$ cat src/rtl/sdram_uart_pkg.sv
// rtl/sdram_uart_pkg.sv - shared command opcodes and tester state encodings
package sdram_uart_pkg;

  // Opcodes understood by the board's UART command front-end
  localparam logic [7:0] CMD_WRITE = 8'h77;
  localparam logic [7:0] CMD_READ  = 8'h72;

  typedef enum logic [2:0] {
    ST_IDLE,
    ST_WR_CMD,
    ST_WR_ADDR,
    ST_WR_DATA,
    ST_RD_CMD,
    ST_RD_ADDR,
    ST_RD_RESP,
    ST_DONE
  } tester_state_t;

  typedef enum logic [1:0] {
    SND_READY,
    SND_WAIT_LOW,
    SND_WAIT_HIGH
  } sender_state_t;

endpackage

$ cat src/rtl/uart_byte_sender.sv
// rtl/uart_byte_sender.sv - one-byte transmit handshake towards the uart byte interface
module uart_byte_sender
  import sdram_uart_pkg::*;
(
  input  logic       i_sys_clk,
  input  logic       i_rst_n,
  input  logic [7:0] i_byte,
  input  logic       i_send,
  output logic       o_sent,
  output logic [7:0] o_tx_data,
  output logic       o_tx_req,
  input  logic       i_tx_rdy
);

  sender_state_t state, state_nxt;

  // Handshake state register
  always_ff @(posedge i_sys_clk or negedge i_rst_n) begin
    if (!i_rst_n) state <= SND_READY;
    else          state <= state_nxt;
  end

  // Request while the transmitter is idle, then wait for it to go busy and
  // come back idle; o_sent marks the byte as fully accepted and shifted out.
  always_comb begin
    state_nxt = state;
    o_tx_req  = 1'b0;
    o_tx_data = 8'h00;
    o_sent    = 1'b0;
    unique case (state)
      SND_READY: begin
        if (i_send && i_tx_rdy) begin
          o_tx_req  = 1'b1;
          o_tx_data = i_byte;
          state_nxt = SND_WAIT_LOW;
        end
      end
      SND_WAIT_LOW: begin
        if (!i_tx_rdy) state_nxt = SND_WAIT_HIGH;
      end
      SND_WAIT_HIGH: begin
        if (i_tx_rdy) begin
          o_sent    = 1'b1;
          state_nxt = SND_READY;
        end
      end
      default: state_nxt = SND_READY;
    endcase
  end

endmodule

$ cat src/rtl/uart_cmd_tester.sv
// rtl/uart_cmd_tester.sv - UART command-protocol self-test: write pattern, read back, report
module uart_cmd_tester
  import sdram_uart_pkg::*;
#(
  parameter int         NumWords      = 256,
  parameter logic [7:0] Seed          = 8'hA5,
  parameter int         TimeoutCycles = 1_000_000
) (
  input  logic       i_sys_clk,
  input  logic       i_rst_n,
  input  logic       i_start,
  output logic [7:0] o_tx_data,
  output logic       o_tx_req,
  input  logic       i_tx_rdy,
  input  logic [7:0] i_rx_data,
  input  logic       i_rx_rdy,
  output logic       o_rx_req,
  output logic       o_busy,
  output logic       o_done,
  output logic       o_pass,
  output logic [8:0] o_err_count,
  output logic [7:0] o_first_err_addr,
  output logic       o_timeout
);

  localparam logic [7:0]  LastAddr = 8'(NumWords - 1);
  localparam logic [23:0] ToLast   = 24'(TimeoutCycles - 1);

  tester_state_t state, state_nxt;
  logic [7:0]  addr;
  logic [23:0] to_cnt;
  logic [7:0]  rx_byte;
  logic        rx_hit;
  logic        send;
  logic [7:0]  send_byte;
  logic        sent;
  logic        start_ok;
  logic        pop;
  logic        resp_byte;
  logic        resp_timeout;
  logic        resolve;

  assign start_ok = i_start && (state == ST_IDLE || state == ST_DONE);
  assign pop      = i_rx_rdy && !o_rx_req;
  // A byte popped during RD_RESP is resolved on the following edge.
  assign resp_byte = (state == ST_RD_RESP) && rx_hit;
  // A pop in the expiry cycle holds off the timeout so the byte wins.
  assign resp_timeout = (state == ST_RD_RESP) && !rx_hit && !pop && (to_cnt == ToLast);
  assign resolve      = resp_byte || resp_timeout;

  assign o_busy = (state != ST_IDLE) && (state != ST_DONE);
  assign o_done = (state == ST_DONE);
  assign o_pass = o_done && (o_err_count == 9'd0) && !o_timeout;

  uart_byte_sender u_sender (
    .i_sys_clk (i_sys_clk),
    .i_rst_n   (i_rst_n),
    .i_byte    (send_byte),
    .i_send    (send),
    .o_sent    (sent),
    .o_tx_data (o_tx_data),
    .o_tx_req  (o_tx_req),
    .i_tx_rdy  (i_tx_rdy)
  );

  // Main FSM state register
  always_ff @(posedge i_sys_clk or negedge i_rst_n) begin
    if (!i_rst_n) state <= ST_IDLE;
    else          state <= state_nxt;
  end

  // Next state and the byte offered to the sender in each send state
  always_comb begin
    state_nxt = state;
    send      = 1'b0;
    send_byte = 8'h00;
    unique case (state)
      ST_IDLE, ST_DONE: begin
        if (i_start) state_nxt = ST_WR_CMD;
      end
      ST_WR_CMD: begin
        send      = 1'b1;
        send_byte = CMD_WRITE;
        if (sent) state_nxt = ST_WR_ADDR;
      end
      ST_WR_ADDR: begin
        send      = 1'b1;
        send_byte = addr;
        if (sent) state_nxt = ST_WR_DATA;
      end
      ST_WR_DATA: begin
        send      = 1'b1;
        send_byte = addr ^ Seed;
        if (sent) state_nxt = (addr == LastAddr) ? ST_RD_CMD : ST_WR_CMD;
      end
      ST_RD_CMD: begin
        send      = 1'b1;
        send_byte = CMD_READ;
        if (sent) state_nxt = ST_RD_ADDR;
      end
      ST_RD_ADDR: begin
        send      = 1'b1;
        send_byte = addr;
        if (sent) state_nxt = ST_RD_RESP;
      end
      ST_RD_RESP: begin
        if (resolve) state_nxt = (addr == LastAddr) ? ST_DONE : ST_RD_CMD;
      end
      default: state_nxt = ST_IDLE;
    endcase
  end

  // Address counter: wraps to 0 between the write and read passes only
  always_ff @(posedge i_sys_clk or negedge i_rst_n) begin
    if (!i_rst_n) begin
      addr <= 8'h00;
    end else if (start_ok) begin
      addr <= 8'h00;
    end else if (state == ST_WR_DATA && sent) begin
      addr <= (addr == LastAddr) ? 8'h00 : addr + 8'd1;
    end else if (resolve && addr != LastAddr) begin
      addr <= addr + 8'd1;
    end
  end

  // Response timeout counter, held at zero outside RD_RESP
  always_ff @(posedge i_sys_clk or negedge i_rst_n) begin
    if (!i_rst_n)                 to_cnt <= 24'd0;
    else if (state != ST_RD_RESP) to_cnt <= 24'd0;
    else if (to_cnt != ToLast)    to_cnt <= to_cnt + 24'd1;
  end

  // Receive pop: one-cycle o_rx_req, byte captured, kept only if popped in RD_RESP
  always_ff @(posedge i_sys_clk or negedge i_rst_n) begin
    if (!i_rst_n) begin
      o_rx_req <= 1'b0;
      rx_byte  <= 8'h00;
      rx_hit   <= 1'b0;
    end else begin
      o_rx_req <= pop;
      rx_hit   <= pop && (state == ST_RD_RESP);
      if (pop) rx_byte <= i_rx_data;
    end
  end

  // Result registers: cleared on accepted start, updated as each read resolves
  always_ff @(posedge i_sys_clk or negedge i_rst_n) begin
    if (!i_rst_n) begin
      o_err_count      <= 9'd0;
      o_first_err_addr <= 8'h00;
      o_timeout        <= 1'b0;
    end else if (start_ok) begin
      o_err_count      <= 9'd0;
      o_first_err_addr <= 8'h00;
      o_timeout        <= 1'b0;
    end else if (resolve) begin
      if (resp_timeout || rx_byte != (addr ^ Seed)) begin
        o_err_count <= o_err_count + 9'd1;
        if (o_err_count == 9'd0) o_first_err_addr <= addr;
      end
      if (resp_timeout) o_timeout <= 1'b1;
    end
  end

endmodule
$ cat config.mk
export PLATFORM = sky130hd
export DESIGN_NAME = uart_cmd_tester
export DESIGN_NICKNAME = d
export VERILOG_FILES = /design/src/rtl/sdram_uart_pkg.sv /design/src/rtl/uart_byte_sender.sv /design/src/rtl/uart_cmd_tester.sv
export SDC_FILE = /design/constraint.sdc
export NUM_CORES = 1
export LEC_CHECK = 0
export ABC_AREA = 1
export BUFFER_PORTS_ARGS = -buffer_cell sky130_fd_sc_hd__buf_2
export CORE_ASPECT_RATIO = 1.4
export CORE_MARGIN = 2
export CORE_UTILIZATION = 50
export CTS_CLUSTER_SIZE = 25
export DETAILED_ROUTE_END_ITERATION = 12
export PLACE_DENSITY = 0.7
export SYNTH_ARGS = -nofsm -noshare
export SYNTH_HDL_FRONTEND = slang
export SYNTH_SLANG_ARGS = --single-unit
$ cat constraint.sdc
create_clock -name i_sys_clk -period 1.9 [get_ports i_sys_clk]
set_input_delay 0.19 -clock i_sys_clk [delete_from_list [all_inputs] [get_ports i_sys_clk]]
set_output_delay 0.19 -clock i_sys_clk [all_outputs]
set_load 0.005 [all_outputs]
==> Word-level counts from Yosys, hierarchy flattened <==
Cells that the tools add are included.
Widths: inputs -> output; s select.
{ "totals": {"wordCells": 116, "ff_bits": 65} }
{ "op_classes": {"reduce_logical": 38, "mux": 38, "n_bitwise": 1, "eq_ne": 26, "n_addsub": 3} }
{ "op_table": {"columns": ["cell", "count"], "rows": [
  ["$mux 8", 10],
  ["$mux 24", 2],
  ["$pmux 8 s4", 1],
  ["$mux 9", 3],
  ["$add 24x1->24 const B", 1],
  ["$eq 24x20->1 const B", 1],
  ["$mux 3", 8],
  ["$ne 24x20->1 const B", 1],
  ["$pmux 3 s7", 1],
  ["$ne 2x2->1 const B", 9],
  ["$logic_and 1x1->1", 13],
  ["$eq 3x3->1 const B", 4],
  ["$reduce_bool 2->1", 5],
  ["$add 9x1->9 const B", 1],
  ["$logic_not 9->1", 1],
  ["$add 8x1->8 const B", 1],
  ["$eq 8x8->1 const B", 1],
  ["$mux 1", 8],
  ["$mux 2", 4],
  ["$ne 8x8->1", 1],
  ["$ne 8x8->1 const B", 1],
  ["$reduce_and 7->1", 1],
  ["$eq 3x2->1 const B", 2],
  ["$ne 3x3->1 const B", 2],
  ["other kinds (15)", 24]
]} }

==> Depth between registers and ports, before layout <==
Gate-level depths: netlist of run 1.
{ "depth": {"word_depth": 10, "mapped_depth": 11, "depth_no_buf": 10} }

==> Cells and area by module <==
From an unflattened synthesis of run 1, not the netlist that was laid out.
{ "hier_totals": {"hier_cells": 562, "area_unflattened_um2": 4000.1} }
{ "modules_own_cells": {"columns": ["module", "seq_area_each_um2", "n_inst", "cells_per_inst", "area_per_inst_um2"], "rows": [
  ["uart_cmd_tester", 1576.5, 1, 529, 3793.6],
  ["uart_byte_sender", 50.0, 1, 33, 206.4]
]} }

==> Least setup slack after synthesis of run 1 <==
Ideal clock, no wire load.
{ "synth_timing": {"kind": "reg-to-output", "startpoint": "register o_err_count[0]", "endpoint": "output o_pass", "n_path_buf": 0, "required_time_ns": 1.710, "path_slack_ns": 0.255, "t_arrival_ns": 1.455, "stages_incl_launch_ff": 6, "cell_sequence": "dfrtp_1 > inv_1 > ha_1 > inv_1 > nor4_2 > and3_1"} }
{ "synth_between": {"elab_chain_len": 3} }
{ "synth_lines": {"columns": ["item", "line_no", "source"], "rows": [
  ["from (decl)", "uart_cmd_tester.sv:21", "output logic [8:0] o_err_count,"],
  ["from (signal assigned)", "uart_cmd_tester.sv:158", "o_err_count <= o_err_count + 9'd1;"],
  ["$logic_not 9->1", "uart_cmd_tester.sv:53", "assign o_pass = o_done && (o_err_count == 9'd0) && !o_timeout;"],
  ["$logic_and 1x1->1 (2 in series)", "uart_cmd_tester.sv:53", null],
  ["to (decl)", "uart_cmd_tester.sv:20", "output logic o_pass,"]
]} }
Every way passes these cells.

==> Worst setup path after layout of run 1 <==
{ "layout_timing": {"startpoint": "register state[0]", "endpoint": "output o_tx_data[7]"} }
{ "layout_between": {"elab_chain_len": 6, "elab_cells_between_ends": 12, "classes_between": "eq/ne: 5; mux: 4; reduce/logical: 3"} }
{ "layout_lines": {"columns": ["item", "line_no", "source"], "rows": [
  ["from (decl)", "uart_cmd_tester.sv:29", "tester_state_t state, state_nxt;"],
  ["from (signal assigned)", "uart_cmd_tester.sv:69", "else state <= state_nxt;"],
  ["$eq 3x2->1 (tied with other cells)", "uart_cmd_tester.sv:77", "unique case (state)"],
  ["$reduce_or 5->1 (no source line)", null, null],
  ["$mux 1", "uart_cmd_tester.sv:77", null],
  ["$logic_and 1x1->1", "uart_byte_sender.sv:32", "if (i_send && i_tx_rdy) begin"],
  ["$mux 8 *", "uart_byte_sender.sv:32", null],
  ["$mux 8 *", "uart_byte_sender.sv:30", "unique case (state)"],
  ["to (decl)", "uart_cmd_tester.sv:12", "output logic [7:0] o_tx_data,"]
]} }
Mark *: on every way between the ends. The rest lies on a longest branch, timed or not.

==> results of run 1 <==
## report_power, final
part | switching [mW] | internal, mW | total, mW
Sequential | 0.176 | 1.50 | 1.68
Clock | 0.571 | 0.773 | 1.34
Combinational | 0.965 | 0.629 | 1.59
## worst paths after layout
path | start | depth (start not counted) | endpoint | slack, ps
hold reg to reg | o_first_err_addr[2]$_DFFE_PN0P_ | 2 | o_first_err_addr[2]$_DFFE_PN0P_ | 470
setup / recovery | state[0]$_DFFE_PN0P_ | 7 | o_tx_data[7] | -60
hold / removal | i_rx_data[7] | 3 | rx_byte[7]$_DFFE_PN0N_ | 40
min in group asynchronous | i_rst_n | 3 | to_cnt[11]$_DFFE_PN0P_ | 360
setup reg to reg | state[1]$_DFFE_PN0P_ | 10 | addr[2]$_DFFE_PN0P_ | 90
max in group asynchronous | i_rst_n | 3 | addr[2]$_DFFE_PN0P_ | 1200
## state kept, by name (all words and copies together) (netlist names)
signal	flops
addr	8
o_err_count	9
o_first_err_addr	8
o_rx_req	1
o_timeout	1
rx_byte	8
rx_hit	1
state	3
to_cnt	24
u_sender.state	2
## area by class of cell
class / count / area, µm² / area share
flip-flops and latches: 65 / 1630 / 0.346
multi-input cells: 384 / 2000 / 0.424
well taps: 100 / 125 / 0.0265
clock inverters: 5 / 78.8 / 0.0167
clock buffers: 11 / 141 / 0.0299
inverters: 73 / 274 / 0.0580
repair buffers: 72 / 468 / 0.0990
## critical path, stage by stage, from the launching register on
cell and delay [ps]:
dfrtp_2 440, inv_2 80, nor2_2 130, inv_1 80, nand4_1 170, nand3_4 140
a211oi_2 210, buf_2 150
## kinds of logic after synthesis
| logic type | Yosys count | synth area share |
|---|---|---|
| AO/OA/AOI/OAI | 70 | 0.101 |
| XOR/XNOR | 9 | 0.0203 |
| adder cells (fa/ha/maj) | 4 | 0.0129 |
| buffers and inverters | 83 | 0.0878 |
| flip-flops | 65 | 0.418 |
| AND/OR/NAND/NOR | 301 | 0.360 |
## stage by stage
| stage | setup TNS (ps) | power, mW |
|---|---|---|
| detailed placement | 0 | 2.96 |
| finish | -112 | 4.62 |
| CTS | -49.6 | 4.53 |
| global route | -712 | 4.87 |
| floorplan | 0 | 2.56 |
| global placement | 0 | 2.95 |
## repair_timing
item	4_1_cts	5_1_grt
resized for setup	18	21
hold buffers	1	0
setup endpoints to repair	10	35
gates cloned	0	0
pin swaps	9	8
hold endpoints to repair	65	0
setup buffers	12	3
## cells in the final DEF (no fill, tap or decap), drive strengths merged
cell,instances
a211oi,1
a21oi,18
a31oi,3
and3,1
buf,71
bufinv,2
clkbuf,11
clkinv,4
dfrtp,65
dlygate4sd3,1
ha,4
inv,72
nand2,146
nand3,56
nand4,21
nor2,56
nor3,13
nor3b,3
nor4,3
o211ai,3
o21a,3
o21ai,41
o31ai,1
or2,2
xnor2,2
xor2,7
## metal layers
layer  wire length, µm  vias up
met5                 0        -
met3               311       38
met1              4120     1773
li1                  -     1880
met4               383        0
met2              5070       86
==> impl_metrics.yaml, run 1 <==
sta:
  layout_min_cycle_time_ps: 1960
  report.final.setup_viol: 5
  final_hold_viol_count: 0
  finClkSkew_ps: 11.1
  max-slew-margin-rel: 0.695
  drv_slew: 0
  rsz0062_at_grt: "true"
  tightest_slew_ps: 454
  fmax_mhz: 510
  worst_slack_ps: -62.3
  timing.hold.ws_ps: 36.4
  finalCritPeriodShare: 1.03
clock_network:
  clk_path_buf_depth: 2
  cts_sinks: 65
  clkTransAtPathRegs_ps: 80
  clockRootBuffer: "clkbuf_8"
  htree_levels: 3
  clk-insertion-delay-late_ps: 360
  cts_tree: "built"
  numCtsBuffers: 9
routing:
  wl_per_cell_um: 13.9
  num_vias: 3777
  drt_pre_antenna_iters: 5
  finalWirelength_um: 9890
  drtAntennaViolNets: 0
  drtIter0Drc: 212
  vias_per_cell: 5.32
  drcViolationCount: 0
grt:
  grt_pass1_vias: 3745
  grtUsageTotal: 0.244
  use_met1: 0.269
  antenna_found_initial: 0
  grt_start_max_net_pins: 66
  grtUsageMet3: 0.0484
  grt_overflow: 0
  global_route.usage.met2: 0.432
  grt_pass1_wl_um: 16200
  gr-max-usage-layer: "met2"
finish:
  postLayoutCellArea_mm2: 0.00473
  area_growth_pct: 21.4
  fillCellCount: 695
  final_nets: 622
  fin_cells: 710
  diodes: 0
  drive_above_1_share: 0.228
  fin_util: 0.617
logic_synthesis:
  synthTopCellsByCount: "nand2_1 (140), inv_1 (68), dfrtp_1 (65), nor2_1 (52), nand3_1 (51)"
  netlist_area_mm2: 0.00389
  post-synth-top-count-cell: "nand2_1"
  ys_seq_elements: 65
  synth_nets: 549
  netlist.top_cell.by_area: "dfrtp_1"
  synth_warnings: 0
  synth_cells: 532
  synth_cell_types: 39
  synth_area_per_cell_um2: 7.31
  ys.flop_type: "dfrtp_1"
  async_reset_ff_frac: 1.00
  ys_seq_area_frac: 0.418
  synth_edf_count: 0
  synth.top_cells.by_area: "dfrtp_1 (42%), nand2_1 (14%), nand3_1 (6.6%)"
  synth_top_area_frac: 0.418
floorplanning:
  start_util: 0.508
  core.rowCount: 38
  boundaryPins: 44
  die-area_mm2: 0.00851
  fp.coreArea_mm2: 0.00765
  die_y_um: 108
  die_x_um: 78.6
setup_path:
  required_ps: 1710
  critPathArrivalTime_ps: 1770
  end_kind: "output port"
  worst-path-max-fanout: 7
  start_kind: "flop"
  worstSetupPathType: "reg -> out"
placement:
  hpwl_um: 7030
  place_ws_ps: 123
  place_area_mm2: 0.00427
  dp.cells: 678
  place_congestion: 0.948
  io_buffers: 43
run_status:
  status: "complete, but fails checks"
  violations: "setup timing"
power_and_ir_drop:
  powerDensity_mw_per_mm2: 977
  power.leakage_nw: 2.41
  vdd_drop_max_v: 0.000560
run:
  cap_violations: 0
hold_path:
  holdCritPathClass: "in -> reg"
Note: power is estimated with default switching activity, not from simulation.
==> inputs of run 2 (changes only) <==
Settings changed: CORE_MARGIN 2 to default, CORE_UTILIZATION 50 to 47, PLACE_DENSITY 0.7 to 0.66, RECOVER_POWER from default to 50.
==> run 2 against run 1 <==
  * The flow now finishes without violations
  * Flip-flop and latch count did not move
  * Combinational power fell by 10%
  * Via count shrank 1.5%
  * Critical path type unchanged
  * Clock power decreased by 9.7%
  * Non-clock buffer count down 4
  * First-iteration DRC count grew 10%
  * Largest cell class unchanged
==> impl_metrics.yaml, run 2 (synthesis results as in run 1) <==
run_status:
  status: "completed"
finish:
  top_regs: "to_cnt x24, o_err_count x9"
  final_nets: 618
  final_common_cell: "nand2_1"
  fin_util: 0.590
  final_cell_mix: "nand2_1 (137), inv_1 (59), dfrtp_1 (57)"
  drive_above_1_share: 0.217
  max_flop_register: "to_cnt"
  diodes: 0
  fin_cells: 705
  largest_register_ffs: 24
  postLayoutCellArea_mm2: 0.00466
  area_growth_pct: 19.6
placement:
  hpwl_um: 7100
  place_congestion: 0.932
  io_buffers: 43
  place_area_mm2: 0.00428
  dp.cells: 679
  place_ws_ps: 92.3
routing:
  wl_met3_um: 394
  drtAntennaViolNets: 0
  num_vias: 3722
  wl_per_cell_um: 13.9
  drtIter0Drc: 234
  vias_per_cell: 5.28
  met1_length_um: 3980
  drcViolationCount: 0
  finalWirelength_um: 9780
  routed.top_layer: "met4"
  met2_wirelength_um: 5090
  drt_pre_antenna_iters: 6
clock_network:
  cts_tree: "built"
  clkTransAtPathRegs_ps: 70
  htree_levels: 3
  clk_path_buf_depth: 2
  clockRootBuffer: "clkbuf_8"
  clk-insertion-delay-late_ps: 350
  cts_sinks: 65
  numCtsBuffers: 9
hold_path:
  whs_endpoint: "rx_byte[2]$_DFFE_PN0N_"
  min_path_cells: 3
  holdCritPathClass: "in -> reg"
  min_from: "i_rx_data[2]"
setup_path:
  rr_worst_depth: 8
  critPathArrivalTime_ps: 1690
  worstSetupPathType: "reg -> out"
  worst-path-max-fanout: 7
  start_kind: "flop"
  r2r-end: "o_err_count[8]$_DFFE_PN0P_"
  end_kind: "output port"
  required_ps: 1710
  rrSetupSlack_ps: 130
  r2r_start: "to_cnt[0]$_DFFE_PN0P_"
power_and_ir_drop:
  p_seq_frac: 0.390
  vdd_drop_max_v: 0.000508
  total_power_mw: 4.31
  power.leakage_nw: 2.36
  pwr-share-clk: 0.280
  p_int_mw: 2.70
  p_sw_mw: 1.61
  powerDensity_mw_per_mm2: 926
  pwr-share-comb: 0.331
  switching_share: 0.374
floorplanning:
  die-area_mm2: 0.00865
  die_y_um: 110
  die_x_um: 78.9
  boundaryPins: 44
  start_util: 0.493
  core.rowCount: 38
  fp.coreArea_mm2: 0.00789
sta:
  timing.hold.ws_ps: 40.6
  finClkSkew_ps: 9.12
  fmax_mhz: 532
  max-slew-margin-rel: 0.393
  fin_setup_tns_ps: 0
  tightest_slew_ps: 911
  worst_slack_ps: 20.7
  report.final.setup_viol: 0
  finalCritPeriodShare: 0.989
  final_hold_viol_count: 0
  rsz0062_at_grt: "true"
  layout_min_cycle_time_ps: 1880
  drv_slew: 0
grt:
  grt_pass1_wl_um: 16200
  grt_overflow: 0
  grt_start_max_net_pins: 66
  grt_pass1_vias: 3630
  grtUsageTotal: 0.244
  antenna_found_initial: 0
run:
  cap_violations: 0
-- run 2: cell types whose count changed in the layout (fill, tap and decap cells not counted), moves of 3 or more --
cell	delta
buf_2	-8
o21ai_1	-3
clkbuf_1	+8
o21ai_0	+3
-- run 2: timing repair --
action	in CTS	in global routing
setup endpoints to repair	10	36
pin swaps	3	5
buffers inserted	5	5
hold buffers	1	0
resized for setup	13	29
hold endpoints to repair	65	0
-- run 2: power by group through the flow --
stage / logic (mW) / clock network (mW) / registers [mW]
6_report: 1.43 / 1.21 / 1.68
5_1_grt: 1.60 / 1.29 / 1.70
4_1_cts: 1.35 / 1.23 / 1.67
3_5_place_dp: 1.26 / 0 / 1.68
3_3_place_gp: 1.26 / 0 / 1.67
2_1_floorplan: 0.941 / 0 / 1.62
-- run 2: layer usage --
layer	up-vias	track usage
met1	1735	0.271
met3	24	0.0564
met4	0	0.122
li1	1871	-
met5	-	0
met2	92	0.435
-- run 2: cell type report --
class | count | area, µm²
clock buffer | 12 | 155
clock inverter | 3 | 40.0
fill | 790 | 3240
inverter | 73 | 277
multi-input combinational | 384 | 2020
sequential | 65 | 1640
tap | 100 | 125
timing repair buffer | 68 | 399
-- run 2: worst max path at each step --
stage                                     startpoint                               to  depth (start not counted)  slack, ps
after floorplan           o_err_count[0]$_DFFE_PN0P_                           o_pass                          5        250
after global placement         to_cnt[0]$_DFFE_PN0P_  o_first_err_addr[0]$_DFFE_PN0P_                          7        130
after detailed placement       to_cnt[0]$_DFFE_PN0P_  o_first_err_addr[1]$_DFFE_PN0P_                          8         90
after CTS                       state[1]$_DFFE_PN0P_                     o_tx_data[7]                          6         -2
after global routing            state[0]$_DFFE_PN0P_                     o_tx_data[7]                          6        -70
final                           state[0]$_DFFE_PN0P_                     o_tx_data[7]                          6         20
-- run 2: worst max-delay path, stage by stage (launching register included) --
cell and delay [ps]:
dfrtp_2 450, nor2_2 180, nand2_4 80, nand4_1 150, nand3_4 140, a211oi_2 180, buf_2 150
